### config.mk
export PLATFORM = sky130hd
export DESIGN_NAME = dlx_control
export DESIGN_NICKNAME = d
export VERILOG_FILES = /design/src/rtl/dlx_pkg.sv /design/src/rtl/dlx_ctrl_decode.sv /design/src/rtl/dlx_control.sv
export SDC_FILE = /design/constraint.sdc
export NUM_CORES = 1
export LEC_CHECK = 0
export ABC_AREA = 1
export BUFFER_PORTS_ARGS = -buffer_cell sky130_fd_sc_hd__buf_4
export CORE_ASPECT_RATIO = 1.1
export CORE_MARGIN = 2
export CORE_UTILIZATION = 51
export CTS_CLUSTER_DIAMETER = 120
export DETAILED_ROUTE_END_ITERATION = 8
export MAX_ROUTING_LAYER = met4
export PLACE_DENSITY = 0.82
export SYNTH_ARGS = -nofsm -noshare
export SYNTH_HDL_FRONTEND = slang
export SYNTH_SLANG_ARGS = --single-unit
### constraint.sdc
create_clock -name clk -period 1.9 [get_ports clk]
set_input_delay 0 -clock clk [delete_from_list [all_inputs] [get_ports clk]]
set_output_delay 0 -clock clk [all_outputs]
set_load 0.01 [all_outputs]
### src/rtl/dlx_pkg.sv
// Shared definitions for the DLX multicycle control unit: state encoding,
// instruction field constants, datapath select encodings and strobe decode.
package dlx_pkg;

    typedef enum logic [3:0] {
        S_INIT   = 4'd0,
        S_FETCH  = 4'd1,
        S_DECODE = 4'd2,
        S_ALU    = 4'd3,
        S_ALUI   = 4'd4,
        S_SHIFT  = 4'd5,
        S_ADDR   = 4'd6,
        S_LOAD   = 4'd7,
        S_STORE  = 4'd8,
        S_WBR    = 4'd9,
        S_WBI    = 4'd10,
        S_BRANCH = 4'd11,
        S_BTAKEN = 4'd12,
        S_JR     = 4'd13,
        S_JALR   = 4'd14,
        S_HALT   = 4'd15
    } state_t;

    localparam logic [5:0] OP_SPECIAL = 6'h00;
    localparam logic [5:0] OP_BEQZ    = 6'h04;
    localparam logic [5:0] OP_BNEZ    = 6'h05;
    localparam logic [5:0] OP_ADDI    = 6'h08;
    localparam logic [5:0] OP_JR      = 6'h12;
    localparam logic [5:0] OP_JALR    = 6'h13;
    localparam logic [5:0] OP_LW      = 6'h23;
    localparam logic [5:0] OP_SW      = 6'h2B;

    localparam logic [5:0] FN_SLL = 6'h00;
    localparam logic [5:0] FN_SRL = 6'h02;
    localparam logic [5:0] FN_ADD = 6'h20;
    localparam logic [5:0] FN_SUB = 6'h22;
    localparam logic [5:0] FN_AND = 6'h24;
    localparam logic [5:0] FN_OR  = 6'h25;
    localparam logic [5:0] FN_XOR = 6'h26;

    localparam logic [1:0] S1_A   = 2'b00;
    localparam logic [1:0] S1_PC  = 2'b01;
    localparam logic [1:0] S1_MDR = 2'b10;

    localparam logic [1:0] S2_B   = 2'b00;
    localparam logic [1:0] S2_IMM = 2'b01;
    localparam logic [1:0] S2_ONE = 2'b10;

    localparam logic [2:0] ALU_ADD  = 3'b000;
    localparam logic [2:0] ALU_SUB  = 3'b001;
    localparam logic [2:0] ALU_AND  = 3'b010;
    localparam logic [2:0] ALU_OR   = 3'b011;
    localparam logic [2:0] ALU_XOR  = 3'b100;
    localparam logic [2:0] ALU_SLL  = 3'b101;
    localparam logic [2:0] ALU_SRL  = 3'b110;
    localparam logic [2:0] ALU_PASS = 3'b111;

    localparam logic [1:0] DEST_RT  = 2'b00;
    localparam logic [1:0] DEST_RD  = 2'b01;
    localparam logic [1:0] DEST_R31 = 2'b10;

    localparam logic [1:0] DINT_C   = 2'b00;
    localparam logic [1:0] DINT_MDR = 2'b01;
    localparam logic [1:0] DINT_PC  = 2'b10;

    typedef struct packed {
        logic       ir_ce;
        logic       pc_ce;
        logic       a_ce;
        logic       b_ce;
        logic       c_ce;
        logic       mdr_ce;
        logic       mr;
        logic       mw;
        logic       gpr_we;
        logic [1:0] s1sel;
        logic [1:0] s2sel;
        logic [2:0] alu_f;
        logic [1:0] dest_sel;
        logic [1:0] dint_sel;
    } ctrl_t;

    // Moore output decode; rtype_f is the func-derived ALU op, from_load marks a WBI entered from LOAD.
    function automatic ctrl_t ctrl_for(input state_t s, input logic [2:0] rtype_f,
                                       input logic from_load);
        ctrl_t c;
        c = '0;
        case (s)
            S_FETCH: begin
                c.mr    = 1'b1;
                c.ir_ce = 1'b1;
            end
            S_DECODE: begin
                c.a_ce  = 1'b1;
                c.b_ce  = 1'b1;
                c.pc_ce = 1'b1;
                c.s1sel = S1_PC;
                c.s2sel = S2_ONE;
                c.alu_f = ALU_ADD;
            end
            S_ALU, S_SHIFT: begin
                c.c_ce  = 1'b1;
                c.s1sel = S1_A;
                c.s2sel = S2_B;
                c.alu_f = rtype_f;
            end
            S_ALUI, S_ADDR: begin
                c.c_ce  = 1'b1;
                c.s1sel = S1_A;
                c.s2sel = S2_IMM;
                c.alu_f = ALU_ADD;
            end
            S_LOAD: begin
                c.mr     = 1'b1;
                c.mdr_ce = 1'b1;
            end
            S_STORE: c.mw = 1'b1;
            S_WBR: begin
                c.gpr_we   = 1'b1;
                c.dest_sel = DEST_RD;
                c.dint_sel = DINT_C;
            end
            S_WBI: begin
                c.gpr_we   = 1'b1;
                c.dest_sel = DEST_RT;
                c.dint_sel = from_load ? DINT_MDR : DINT_C;
            end
            S_BTAKEN: begin
                c.pc_ce = 1'b1;
                c.s1sel = S1_PC;
                c.s2sel = S2_IMM;
                c.alu_f = ALU_ADD;
            end
            S_JR: begin
                c.pc_ce = 1'b1;
                c.s1sel = S1_A;
                c.alu_f = ALU_PASS;
            end
            S_JALR: begin
                c.pc_ce    = 1'b1;
                c.s1sel    = S1_A;
                c.alu_f    = ALU_PASS;
                c.gpr_we   = 1'b1;
                c.dest_sel = DEST_R31;
                c.dint_sel = DINT_PC;
            end
            default: c = '0;
        endcase
        return c;
    endfunction

endpackage

### src/rtl/dlx_ctrl_decode.sv
// Instruction decode: maps opcode/func to the state following DECODE and the
// ALU function used by R-type execute states.
module dlx_ctrl_decode
    import dlx_pkg::*;
#(
    parameter int OPW = 6
) (
    input  logic [OPW-1:0] opcode,
    input  logic [OPW-1:0] func,
    output state_t         next_state,
    output logic [2:0]     alu_f
);

    always_comb begin
        next_state = S_HALT;
        alu_f      = ALU_ADD;
        case (opcode)
            OPW'(OP_SPECIAL): begin
                case (func)
                    OPW'(FN_ADD): begin next_state = S_ALU;   alu_f = ALU_ADD; end
                    OPW'(FN_SUB): begin next_state = S_ALU;   alu_f = ALU_SUB; end
                    OPW'(FN_AND): begin next_state = S_ALU;   alu_f = ALU_AND; end
                    OPW'(FN_OR):  begin next_state = S_ALU;   alu_f = ALU_OR;  end
                    OPW'(FN_XOR): begin next_state = S_ALU;   alu_f = ALU_XOR; end
                    OPW'(FN_SLL): begin next_state = S_SHIFT; alu_f = ALU_SLL; end
                    OPW'(FN_SRL): begin next_state = S_SHIFT; alu_f = ALU_SRL; end
                    default:      next_state = S_HALT;
                endcase
            end
            OPW'(OP_ADDI):            next_state = S_ALUI;
            OPW'(OP_LW), OPW'(OP_SW): next_state = S_ADDR;
            OPW'(OP_BEQZ),
            OPW'(OP_BNEZ):            next_state = S_BRANCH;
            OPW'(OP_JR):              next_state = S_JR;
            OPW'(OP_JALR):            next_state = S_JALR;
            default:                  next_state = S_HALT;
        endcase
    end

endmodule

### src/rtl/dlx_control.sv
// Multicycle DLX control FSM: sequences fetch/decode/execute/writeback and
// drives the datapath strobes and operand selects from registered state.
module dlx_control
    import dlx_pkg::*;
#(
    parameter int OPW = 6
) (
    input  logic           clk,
    input  logic           rst_n,
    input  logic [OPW-1:0] opcode,
    input  logic [OPW-1:0] func,
    input  logic           a_zero,
    input  logic           busy,
    output logic           ir_ce,
    output logic           pc_ce,
    output logic           a_ce,
    output logic           b_ce,
    output logic           c_ce,
    output logic           mdr_ce,
    output logic           mr,
    output logic           mw,
    output logic           gpr_we,
    output logic [1:0]     s1sel,
    output logic [1:0]     s2sel,
    output logic [2:0]     alu_f,
    output logic [1:0]     dest_sel,
    output logic [1:0]     dint_sel,
    output logic [3:0]     state
);

    state_t     cur;
    state_t     nxt;
    state_t     dec_next;
    logic [2:0] dec_alu_f;
    ctrl_t      ctrl;
    logic       started;
    logic       branch_taken;

    dlx_ctrl_decode #(.OPW(OPW)) u_decode (
        .opcode     (opcode),
        .func       (func),
        .next_state (dec_next),
        .alu_f      (dec_alu_f)
    );

    assign branch_taken = ((opcode == OPW'(OP_BEQZ)) &&  a_zero) ||
                          ((opcode == OPW'(OP_BNEZ)) && !a_zero);

    always_comb begin
        nxt = cur;
        case (cur)
            S_INIT:   nxt = started ? S_FETCH : S_INIT;
            S_FETCH:  nxt = busy ? S_FETCH : S_DECODE;
            S_DECODE: nxt = dec_next;
            S_ALU, S_SHIFT: nxt = S_WBR;
            S_ALUI:   nxt = S_WBI;
            S_ADDR: begin
                if (opcode == OPW'(OP_LW))
                    nxt = S_LOAD;
                else if (opcode == OPW'(OP_SW))
                    nxt = S_STORE;
                else
                    nxt = S_HALT;
            end
            S_LOAD:   nxt = busy ? S_LOAD : S_WBI;
            S_STORE:  nxt = busy ? S_STORE : S_FETCH;
            S_BRANCH: nxt = branch_taken ? S_BTAKEN : S_FETCH;
            S_WBR, S_WBI, S_BTAKEN, S_JR, S_JALR: nxt = S_FETCH;
            S_HALT:   nxt = S_HALT;
            default:  nxt = S_HALT;
        endcase
    end

    // 'started' holds INIT for one edge after reset release so FETCH begins on the second edge.
    always_ff @(posedge clk or negedge rst_n) begin
        if (!rst_n) begin
            cur     <= S_INIT;
            ctrl    <= '0;
            started <= 1'b0;
        end else begin
            started <= 1'b1;
            cur     <= nxt;
            ctrl    <= ctrl_for(nxt, dec_alu_f, cur == S_LOAD);
        end
    end

    assign ir_ce    = ctrl.ir_ce & ~busy;
    assign mdr_ce   = ctrl.mdr_ce & ~busy;
    assign pc_ce    = ctrl.pc_ce;
    assign a_ce     = ctrl.a_ce;
    assign b_ce     = ctrl.b_ce;
    assign c_ce     = ctrl.c_ce;
    assign mr       = ctrl.mr;
    assign mw       = ctrl.mw;
    assign gpr_we   = ctrl.gpr_we;
    assign s1sel    = ctrl.s1sel;
    assign s2sel    = ctrl.s2sel;
    assign alu_f    = ctrl.alu_f;
    assign dest_sel = ctrl.dest_sel;
    assign dint_sel = ctrl.dint_sel;
    assign state    = cur;

endmodule
**Word-level counts from Yosys, hierarchy flattened**

Index checks and enable logic that the tools add are counted.

- Mux-type cells: 25
- Bitwise logic cells: 3
- Eq/ne operators: 41
- Reduce and logical (&&, ||, !) cells: 21

Operators with widths:

| cell | number |
|---|---|
| $eq 4x4->1 const B | 14 |
| $pmux 4 s11 | 1 |
| $eq 6x6->1 const B | 7 |
| $eq 4x3->1 const B | 8 |
| $pmux 4 s6 | 1 |
| $pmux 3 s6 | 1 |
| $eq 4x2->1 const B | 4 |
| $mux 4 | 4 |
| $reduce_or 2->1 | 8 |
| $eq 6x3->1 const B | 2 |
| $eq 6x5->1 const B | 2 |
| $logic_not 6->1 | 2 |
| $pmux 4 s3 | 1 |
| $mux 1 | 10 |
| $reduce_or 5->1 | 2 |
| $eq 4x1->1 const B | 2 |
| $pmux 4 s2 | 1 |
| $reduce_or 4->1 | 2 |
| $eq 6x2->1 const B | 1 |
| $eq 6x4->1 const B | 1 |
| $mux 3 | 2 |
| $pmux 3 s2 | 1 |
| $reduce_or 3->1 | 2 |
| $logic_not 4->1 | 1 |
| other kinds (7) | 10 |

- Output and inout bits: 24
- Bits in registers: 25

**Longest topological paths before layout**

Gate-level depths: netlist (run 1).

- Word-level depth: 8
- Mapped depth: 15

**Cells and area by module**

Synthesis (run 1) repeated with hierarchy kept, for this count alone.

- Cell total of the unflattened synthesis: 248
- Area total of the unflattened synthesis: 1620.3 um^2

By module, submodules not included:

| module | cells each | area an instance (um^2) | times used | sequential area each (um^2) |
|---|---|---|---|---|
| dlx_control | 174 | 1277.5 | 1 | 525.5 |
| dlx_ctrl_decode | 74 | 342.8 | 1 | 0.0 |

**Least setup slack after synthesis (run 1)**

No wires, ideal clock.

- Kind: register to register
- Start: register cur[3], in the netlist state[3]
- End: register ctrl, in the netlist alu_f[2]
- Slack: 0.326 ns
- Data arrival time: 1.505 ns
- Required time: 1.832 ns
- Library setup time: 0.068 ns
- Cell stages (with the launch flop): 12
- Buffers on the path: 0
- Path through: dfrtp_1 > nor2_1 > inv_1 > nor2_1 > o21ai_1 > nand3_2 > nand2_2 > nor2_2 > nand2_2 > nand2_2 > nand2_1 > nand2_1

- Word-level cells in the longest chain between the ends: 6
- Elaborated cells between the ends (all ways): 26
- Classes of those cells: eq/ne (19); mux (2); reduce/logical (5)

Ends and longest elaborated chain:

| element | RTL line | text |
|---|---|---|
| start, declared | dlx_control.sv:31 | `state_t cur;` |
| start signal, assigned | dlx_control.sv:82 | `cur <= nxt;` |
| $eq 4x4->1, or another cell as far along | dlx_control.sv:51 | `case (cur)` |
| $reduce_or 5->1 / $reduce_or 2->1 (equally long branches) | dlx_control.sv:51 |  |
| $pmux 4 s11 (*) | dlx_control.sv:51 |  |
| $eq 4x4->1, or another cell as far along | dlx_pkg.sv:88 | `case (s)` |
| $reduce_or 2->1 (no source line) | - |  |
| $pmux 3 s2 (*) | dlx_pkg.sv:88 |  |
| end signal, assigned | dlx_control.sv:83 | `ctrl <= ctrl_for(nxt, dec_alu_f, cur == S_LOAD);` |
| end, declared | dlx_control.sv:35 | `ctrl_t ctrl;` |

Every way passes the cells marked *; elsewhere a longest branch is shown, timed or not.

**Worst setup path after layout (run 1)**

- Start: register cur[2], in the netlist state[2]
- End: register ctrl, in the netlist pc_ce

- Word-level cells in the longest chain between the ends: 6
- Elaborated cells between the ends (all ways): 25
- Classes of those cells: eq/ne (19); mux (2); reduce/logical (4)

Ends and longest elaborated chain:

| element | RTL line |
|---|---|
| $eq 4x4->1, or another cell as far along | dlx_control.sv:51 |
| $reduce_or 5->1 / $reduce_or 2->1 (equally long branches) | dlx_control.sv:51 |
| $pmux 4 s11 (*) | dlx_control.sv:51 |
| $eq 4x4->1 / $eq 4x2->1 (equally long branches) | dlx_pkg.sv:88 |
| $reduce_or 4->1 (no source line) (*) | - |
| $mux 1 (*) | dlx_pkg.sv:88 |

Marks and branches as above.

==> results of run 1 <==
cells in the mapped netlist:
| master | instances |
|---|---|
| nand2_2 | 7 |
| nor2b_1 | 1 |
| buf_4 | 12 |
| nor2_4 | 1 |
| nand3_2 | 3 |
| nand2_1 | 49 |
| or2_1 | 1 |
| o21ai_0 | 2 |
| or2b_1 | 1 |
| inv_2 | 1 |
| nor2_1 | 34 |
| nand3_1 | 23 |
| a21oi_1 | 3 |
| o21ai_1 | 3 |
| a31oi_1 | 1 |
| nor3_1 | 1 |
| nand4_1 | 4 |
| dfrtp_1 | 21 |
| inv_1 | 32 |
| conb_1 | 2 |
| nor2_2 | 5 |
| nor3_2 | 1 |
state kept, by name (all words and copies together) (netlist names):
signal    count
pc_ce         1
dint_sel      1
state         4
ctrl          2
started       1
s2sel         1
alu_f         3
mw            1
gpr_we        1
s1sel         1
c_ce          1
mr            1
dest_sel      2
a_ce          1
what timing repair did:
action | 4_1_cts | 5_1_grt
buffers inserted | 0 | 1
pin swaps | 0 | 1
gates resized for setup | 1 | 8
hold endpoints to repair | 22 | 0
setup endpoints to repair | 1 | 4
hold buffers | 2 | 0
layout make-up:
cell class | instances | area (um^2)
fillers | 229 | 822
multi-input cells | 142 | 672
flip-flops and latches | 21 | 529
repair buffers | 43 | 328
inverters | 33 | 126
well taps | 31 | 38.8
clock buffers | 3 | 22.5
clock inverters | 1 | 5.00
metal layers:
metal  wire (um)  part of all wire (%)  track usage [%]
met4          59                   2.0             7.33
met2        1530                    53             38.9
met5           0                     0                -
met1        1170                    41             24.4
met3         131                   4.5             2.79
kinds of logic (layout without fill, tap and decap cells):
family / count (synthesis) / count (layout)
and+or+nand+nor: 131 / 131
buffers and inverters: 45 / 80
DFF: 21 / 21
other: 2 / 2
AOI/OAI and AO/OA: 9 / 9
worst max-delay path: stages (launching register included):
cell and delay, ns:
dfrtp_2 0.48, inv_4 0.10, nor2_4 0.04, nand3_1 0.10
inv_1 0.06, nand2_1 0.07, o21ai_1 0.07, nor2_1 0.14
nand3_2 0.13, nand2_4 0.11, nand2_1 0.08, nand4_1 0.14
nand3_1 0.08
power by group through the flow:
stage               registers (uW)  clock network (uW)  logic [uW]
floorplan                      700                   0         715
global placement               668                   0        1100
detailed placement             670                   0        1090
CTS                            660                 220        1110
global route                   689                 237        1310
finish                         671                 216        1160
per-stage QoR:
stage	area [um^2]	std cells	hold WS, ns
after floorplan	1400	208	-0.296
after global placement	1650	267	-0.106
after detailed placement	1650	267	-0.105
after CTS	1700	273	0.110
after global routing	1720	274	0.118
final	1720	274	0.109
worst paths after layout:
| kind | end | cells after the start |
|---|---|---|
| setup / recovery | pc_ce | 12 |
| hold / removal | state[0] | 2 |
| setup reg to reg | pc_ce | 12 |
| hold reg to reg | state[0] | 4 |
| max in group asynchronous | state[2] | 2 |
| min in group clk | alu_f[1] | 6 |
==> results.md, run 1 <==
* Outcome: finished, final reports clean
* Post-Syn Area at 1400 um^2
* Aggregate global routing overflow at 0
* Pwr/cell area at 1190 nW/um^2
* Final core utilization at 67.7%
* Leak at 0.00101 uW
* Vias in the first global route at 1261
* P_sw at 919 uW
* Crit start category: flip-flop
* Compound-Gate Fraction of Synth Area at 3.32%
* Root Driver: clkbuf_4
* GPL Wtd Cong at 0.934
* Clk_lat worst skew at 0.31 ns
* Post-synthesis register bit count at 21
* Ys Warns at 0
* CTS clock-pin slew for the worst setup and hold paths at 0.12 ns
* I/O pins at 40
* Synth Area in Simple Gates at 43.2%
* Share of the synthesized area in the top cell type at 37.6%
* VDD IR max at 0.772 mV
* Layout area overhead at 23.3%
* Fmax at 0.581 GHz
* Worst R2R Start: state[2]
* Synth Area in Adders at 0%
* First-pass GRT wire length at 5050 um
* Comb power frac at 56.7%
* Cell taking the most area after synthesis: dfrtp_1
* Initial antenna violation count at 0
* Clk sink count at 21
* Vias/cell at 4.82
* DR vias at 1322
* Setup violators final at 0
* Max Cap Violations at 0
* Register area share after synthesis at 37.6%
* CTS tree: yes
* Most common cell after layout, fill and taps aside: nand2_1
* N_diodes at 0
* Nets@finish at 260
* Clk network pwr share at 10.6%
* Mux cell area share after synthesis at 0%
* Syn Area/Cell at 6.71 um^2
* DR iter-0 viols at 27
* Port buffer count at 38
* Crit Path Class: flip-flop to flip-flop
* Max Clock Skew at 0.00143 ns
* Total CTS buffers at 3
* H-tree depth at 1
* Endpoint arrival time on the critical path at 1.92 ns
* Max clock buf depth at 2
* Final Power at 2050 uW
* Total die area at 3170 um^2
* Setup crit start: state[2]
* Reg power frac at 32.8%
* Worst R2R Setup Slack at 0.18 ns
* Fin worst setup slack at 0.179 ns
* Core Region at 2540 um^2
* XOR/XNOR Fraction of Synth Area at 0%
* Final period util at 90.6%
* Overall global routing resource usage at 21.8%
* Hold WC Path Type: primary input to asynchronous set/reset pin
* Share of layout cells above drive strength 1 at 28.8%
* Period minus WS final at 1.72 ns
* CP Capture Type: flip-flop
* Largest net degree at the start of global routing at 22
* Width of the chip at 53.9 um
* Cells after synthesis at 208
* Int Pwr at 1130 uW
* Commonest non-fill, non-tap cells in the layout: nand2_1, buf_4, inv_1
* Final Hold Viols at 0
* Sum Neg Setup Slack at 0 ns
* Height of the die at 58.9 um
* Post-route DRC at 0
* Detailed placement HPWL at 2350 um
* Final wirelength at 2890 um
* DR WL/cell at 10.5 um
* Syn_nets at 224
* Placement Setup Slack at 0.0363 ns
* Critical Path RT at 2.10 ns
* DRT Pass-1 Iters at 4
* Sw frac at 44.9%
* Max-slew violation count at 0
* Crit-path max FO at 5
* Post-route ant nets at 0
* # rows at 19
* Top cells by area, synth: dfrtp_1, nand2_1, nor2_1
* Synth cell types at 22
* Largest family of logic cells by synthesized area: simple AND/OR/NAND/NOR gates
* Initial Utilization at 54.9%
(Power assumes the default switching activity.)
==> inputs of run 2 (changes only) <==
--- a/config.mk
+++ b/config.mk
@@ -14,6 +14,8 @@
 export DETAILED_ROUTE_END_ITERATION = 8
 export MAX_ROUTING_LAYER = met4
 export PLACE_DENSITY = 0.82
+export REMOVE_ABC_BUFFERS = 1
+export SKIP_CTS_REPAIR_TIMING = 1
 export SYNTH_ARGS = -nofsm -noshare
 export SYNTH_HDL_FRONTEND = slang
 export SYNTH_SLANG_ARGS = --single-unit
==> results.md, run 2 (synthesized netlist as in run 1, its figures left out) <==
* Outcome: finished, final reports clean
* Share of layout cells above drive strength 1 at 32.7%
* Reg power frac at 30.3%
* VDD IR max at 0.889 mV
* Max Clock Skew at 0.00314 ns
* Worst R2R Start: state[2]
* Comb power frac at 59.9%
* Width of the chip at 53.9 um
* Clk network pwr share at 9.8%
* Clk sink count at 21
* Clk_lat worst skew at 0.30 ns
* Fmax at 0.557 GHz
* Commonest non-fill, non-tap cells in the layout: nand2_1, buf_4, nor2_1
* Detailed placement HPWL at 2290 um
* Finished Cell Area at 1770 um^2
* Total die area at 3170 um^2
* Crit Path Class: flip-flop to flip-flop
* I/O pins at 40
* CTS clock-pin slew for the worst setup and hold paths at 0.12 ns
* Max Cap Violations at 0
* Worst reg2reg endpoint: pc_ce
* DRT Pass-1 Iters at 4
* Root Driver: clkbuf_4
* Critical path cell sequence: inv_2 > nor2_4 > nand2_1 > nand2_2 > nor2_1 > nand3_1 > nor2_2 > nand3_2 > nand2_4 > nand2_2 > nand4_1 > nand3_1
* Final Hold Viols at 0
* Max clock buf depth at 2
* Height of the die at 58.9 um
* Nets@finish at 262
* Final period util at 94.5%
* DR vias at 1366
* Port buffer count at 38
* Largest net degree at the start of global routing at 22
* Number of flip-flops in the largest register at 4
* Crit path buf inv count at 1
* Int Pwr at 1210 uW
* Initial antenna violation count at 0
* Initial Utilization at 54.9%
* H-tree depth at 1
* Vias in the first global route at 1223
* Endpoint arrival time on the critical path at 1.99 ns
* Non-filler cells, final at 276
* Pwr/cell area at 1250 nW/um^2
* Fin worst setup slack at 0.104 ns
* Post-route DRC at 0
* Max-slew violation count at 0
* Total CTS buffers at 3
* Vias/cell at 4.95
* Final wirelength at 2960 um
* Core Region at 2540 um^2
* Overall global routing resource usage at 20.9%
* Crit-path max FO at 5
* Layout area overhead at 26.7%
* GPL Wtd Cong at 0.912
* Critical Path RT at 2.09 ns
* DR iter-0 viols at 72
* Leak at 0.00102 uW
* Number of placed instances with taps included at 267
* Period minus WS final at 1.80 ns
* Worst R2R Setup Slack at 0.10 ns
* Setup crit start: state[2]
* Delay-heaviest family, CP: simple AND/OR/NAND/NOR gates
* DR WL/cell at 10.7 um
* CTS tree: yes
* Placement Setup Slack at 0.140 ns
* Post-route ant nets at 0
* # rows at 19
* R2r worst-path depth at 12
* P_sw at 1000 uW
* Setup violators final at 0
* CP Depth at 12
* Sw frac at 45.3%
* CP Capture Type: flip-flop
* First-pass GRT wire length at 4750 um
* N_diodes at 0
* CP endpoint: pc_ce
* Max incr delay on CP at 0.45 ns
* Hold WC Path Type: primary input to asynchronous set/reset pin
* Placed Area at 1650 um^2
* Aggregate global routing overflow at 0
* CP max stage cell: dfrtp_1
* Crit start category: flip-flop
run 2: per-layer routing:
layer	GRT usage (%)	share of wire, %
met3	3.05	4.9
met4	8.42	0.78
met1	24.2	41
met5	-	0
met2	35.5	54
run 2: worst register-to-register path, cell delays in order, from the launching register on:
cell and delay [ns]:
dfrtp_1 0.45, inv_2 0.12, nor2_4 0.07, nand2_1 0.07, nand2_2 0.06, nor2_1 0.09, nand3_1 0.12, nor2_2 0.15
nand3_2 0.13, nand2_4 0.13, nand2_2 0.06, nand4_1 0.15, nand3_1 0.10
run 2: worst min path at each step:
stage	cells past startpoint	start	slack, ns	end
floorplan	0	rst_n	-0.30	a_ce
global placement	1	rst_n	-0.10	dest_sel[0]
CTS	1	rst_n	-0.45	dest_sel[0]
finish	2	rst_n	0.1	state[0]
global route	2	rst_n	0.10	dest_sel[0]
detailed placement	1	rst_n	-0.11	dest_sel[0]
run 2: power by group through the flow:
| stage | sequential (uW) | clock [uW] | combinational, uW |
|---|---|---|---|
| floorplan | 728 | 0 | 623 |
| global placement | 666 | 0 | 1080 |
| detailed placement | 669 | 0 | 1090 |
| CTS | 659 | 222 | 1090 |
| global route | 687 | 238 | 1460 |
| finish | 669 | 216 | 1320 |
run 2: area by class of cell:
cell class,count,area [um^2]
fill,222,774
multi-input combinational,142,708
sequential,21,528
timing repair buffer,45,343
inverter,33,124
tap,31,38.8
clock buffer,3,22.5
clock inverter,1,5.00
run 2: through the flow:
stage               total power (uW)  utilization [%]  hold WS (ns)  setup TNS, ns
floorplan                       1350                -        -0.296              0
global placement                1750             64.7        -0.104              0
detailed placement              1760             64.7        -0.105              0
CTS                             1970             65.8        -0.448              0
global route                    2380             69.6         0.104         -0.138
finish                          2210             69.6        0.0962              0
==> inputs of run 3 (changes only) <==
--- a/config.mk
+++ b/config.mk
@@ -7,13 +7,14 @@
 export LEC_CHECK = 0
 export ABC_AREA = 1
 export BUFFER_PORTS_ARGS = -buffer_cell sky130_fd_sc_hd__buf_4
-export CORE_ASPECT_RATIO = 1.1
+export CORE_ASPECT_RATIO = 1.75
 export CORE_MARGIN = 2
 export CORE_UTILIZATION = 51
 export CTS_CLUSTER_DIAMETER = 120
 export DETAILED_ROUTE_END_ITERATION = 8
 export MAX_ROUTING_LAYER = met4
-export PLACE_DENSITY = 0.82
+export PLACE_DENSITY = 0.8
+export RECOVER_POWER = 100
 export REMOVE_ABC_BUFFERS = 1
 export SKIP_CTS_REPAIR_TIMING = 1
 export SYNTH_ARGS = -nofsm -noshare
==> results.md, run 3 (synthesized netlist as in run 1, its figures left out) <==
* Final Power at 2160 uW
* Clk_lat worst skew at 0.27 ns
* Post-route ant nets at 0
* Total CTS buffers at 3
* Clk sink count at 21
* Crit-path max FO at 5
* Width of the chip at 43.6 um
* Critical Path RT at 2.04 ns
* Max incr delay on CP at 0.46 ns
* Rel. slew slack at 26.5%
* Endpoint arrival time on the critical path at 1.93 ns
* # rows at 25
* H-tree depth at 1
* Fmax at 0.559 GHz
* I/O pins at 40
* Leak at 0.000954 uW
* Final Hold Viols at 0
* Initial Utilization at 52.5%
* Hold Crit Depth at 6
* DR WL/cell at 11.1 um
* Clk network pwr share at 13.7%
* Core Region at 2660 um^2
* DR iter-0 viols at 45
* Outcome: finished, final reports clean
* Layout area overhead at 22.0%
* CP Capture Type: flip-flop
* DR vias at 1361
* Fin worst setup slack at 0.112 ns
* Pwr/cell area at 1270 nW/um^2
* Period minus WS final at 1.79 ns
* GPL Wtd Cong at 0.921
* Initial antenna violation count at 0
* CTS clock-pin slew for the worst setup and hold paths at 0.08 ns
* P_sw at 991 uW
* Hold WC Path Type: primary input to flip-flop
* Sw frac at 45.9%
* Fin Hold WS at 0.163 ns
* Commonest non-fill, non-tap cells in the layout: nand2_1, inv_1, nor2_1
* Root Driver: clkbuf_8
* Final period util at 94.1%
* Height of the die at 73.2 um
* Share of layout cells above drive strength 1 at 25.4%
* CTS tree: yes
* Placement Setup Slack at 0.0333 ns
* Max Cap Violations at 0
* DRT Pass-1 Iters at 4
* Max Clock Skew at 0.00685 ns
* Crit start category: flip-flop
* Crit path buf inv count at 1
* Critical path cell sequence: nand2_4 > inv_2 > nand2_1 > nand2_2 > nor2_2 > nand3_2 > nor2_2 > nand3_2 > nand2_4 > nand2_1 > nand4_1 > nand3_1
* Finished Cell Area at 1700 um^2
* Post-route DRC at 0
* N_diodes at 0
* Nets@finish at 261
* Crit Path Class: flip-flop to flip-flop
* Placed Area at 1630 um^2
* Delay-heaviest family, CP: simple AND/OR/NAND/NOR gates
* Port buffer count at 38
* Actual slew at the worst max-slew pin at 1.10 ns
* First-pass GRT wire length at 4620 um
* Setup violators final at 0
* Most common cell after layout, fill and taps aside: nand2_1
* Number of flip-flops in the largest register at 4
* Int Pwr at 1170 uW
* Final wirelength at 3000 um
* Detailed placement HPWL at 2380 um
* Max-slew violation count at 0
* Vias in the first global route at 1157
* VDD IR max at 0.574 mV
* CP max stage cell: dfrtp_2
* Overall global routing resource usage at 20.2%
* Largest net degree at the start of global routing at 22
* R2r worst-path depth at 12
* CP Depth at 12
* Vias/cell at 5.02
* Reg power frac at 31.9%
* Max clock buf depth at 2
* Total die area at 3190 um^2
* Aggregate global routing overflow at 0
* Comb power frac at 54.3%
==> run 3: cell count changes in the layout (fill, tap and decap cells not counted), moves of 4 or more <==
cell,delta
nor2_2,+5
clkbuf_1,+18
buf_4,-19
nand2_2,-4
nor2_1,-4
nand2_1,+4
==> run 3: worst paths after layout <==
kind,slack [ns],endpoint,start
setup / recovery,0.11,pc_ce,state[0]
hold / removal,0.16,alu_f[1],func[1]
setup reg to reg,0.11,pc_ce,state[0]
hold reg to reg,0.62,state[0],started
max in group asynchronous,0.71,state[2],rst_n
min in group asynchronous,0.46,dest_sel[1],rst_n
==> run 3: layout make-up <==
type                       instances  area [um^2]
fill                             253          955
tap                               27         33.8
sequential                        21          531
multi-input combinational        142          699
clock inverter                     1         5.00
inverter                          33          126
clock buffer                       3         41.3
timing repair buffer              44          268
==> run 3: stage by stage <==
step                cells  util [%]  setup TNS, ns
global route          271      64.1        -0.0264
CTS                   266      63.2              0
global placement      262      61.4              0
finish                271      64.1              0
detailed placement    262      61.4              0
floorplan             196         -              0
==> run 3: per-layer routing <==
layer | global-route usage, % | part of all wire, % | vias to the layer above
li1 | - | - | 696
met1 | 18.2 | 34 | 600
met2 | 37.6 | 57 | 54
met3 | 2.48 | 5.0 | 11
met4 | 12.5 | 3.6 | 0
met5 | - | 0 | -
==> run 3: worst reg2reg max path: stages, from the launching register on <==
cell	delay, ns
dfrtp_2	0.46
nand2_4	0.09
inv_2	0.05
nand2_1	0.06
nand2_2	0.07
nor2_2	0.13
nand3_2	0.10
nor2_2	0.12
nand3_2	0.13
nand2_4	0.12
nand2_1	0.08
nand4_1	0.14
nand3_1	0.10
==> run 3: power groups by stage <==
stage	logic, uW	registers, uW	clock network (uW)
after floorplan	623	728	0
after global placement	1080	666	0
after detailed placement	1090	670	0
after CTS	1100	661	298
after global routing	1300	706	313
final	1170	690	297
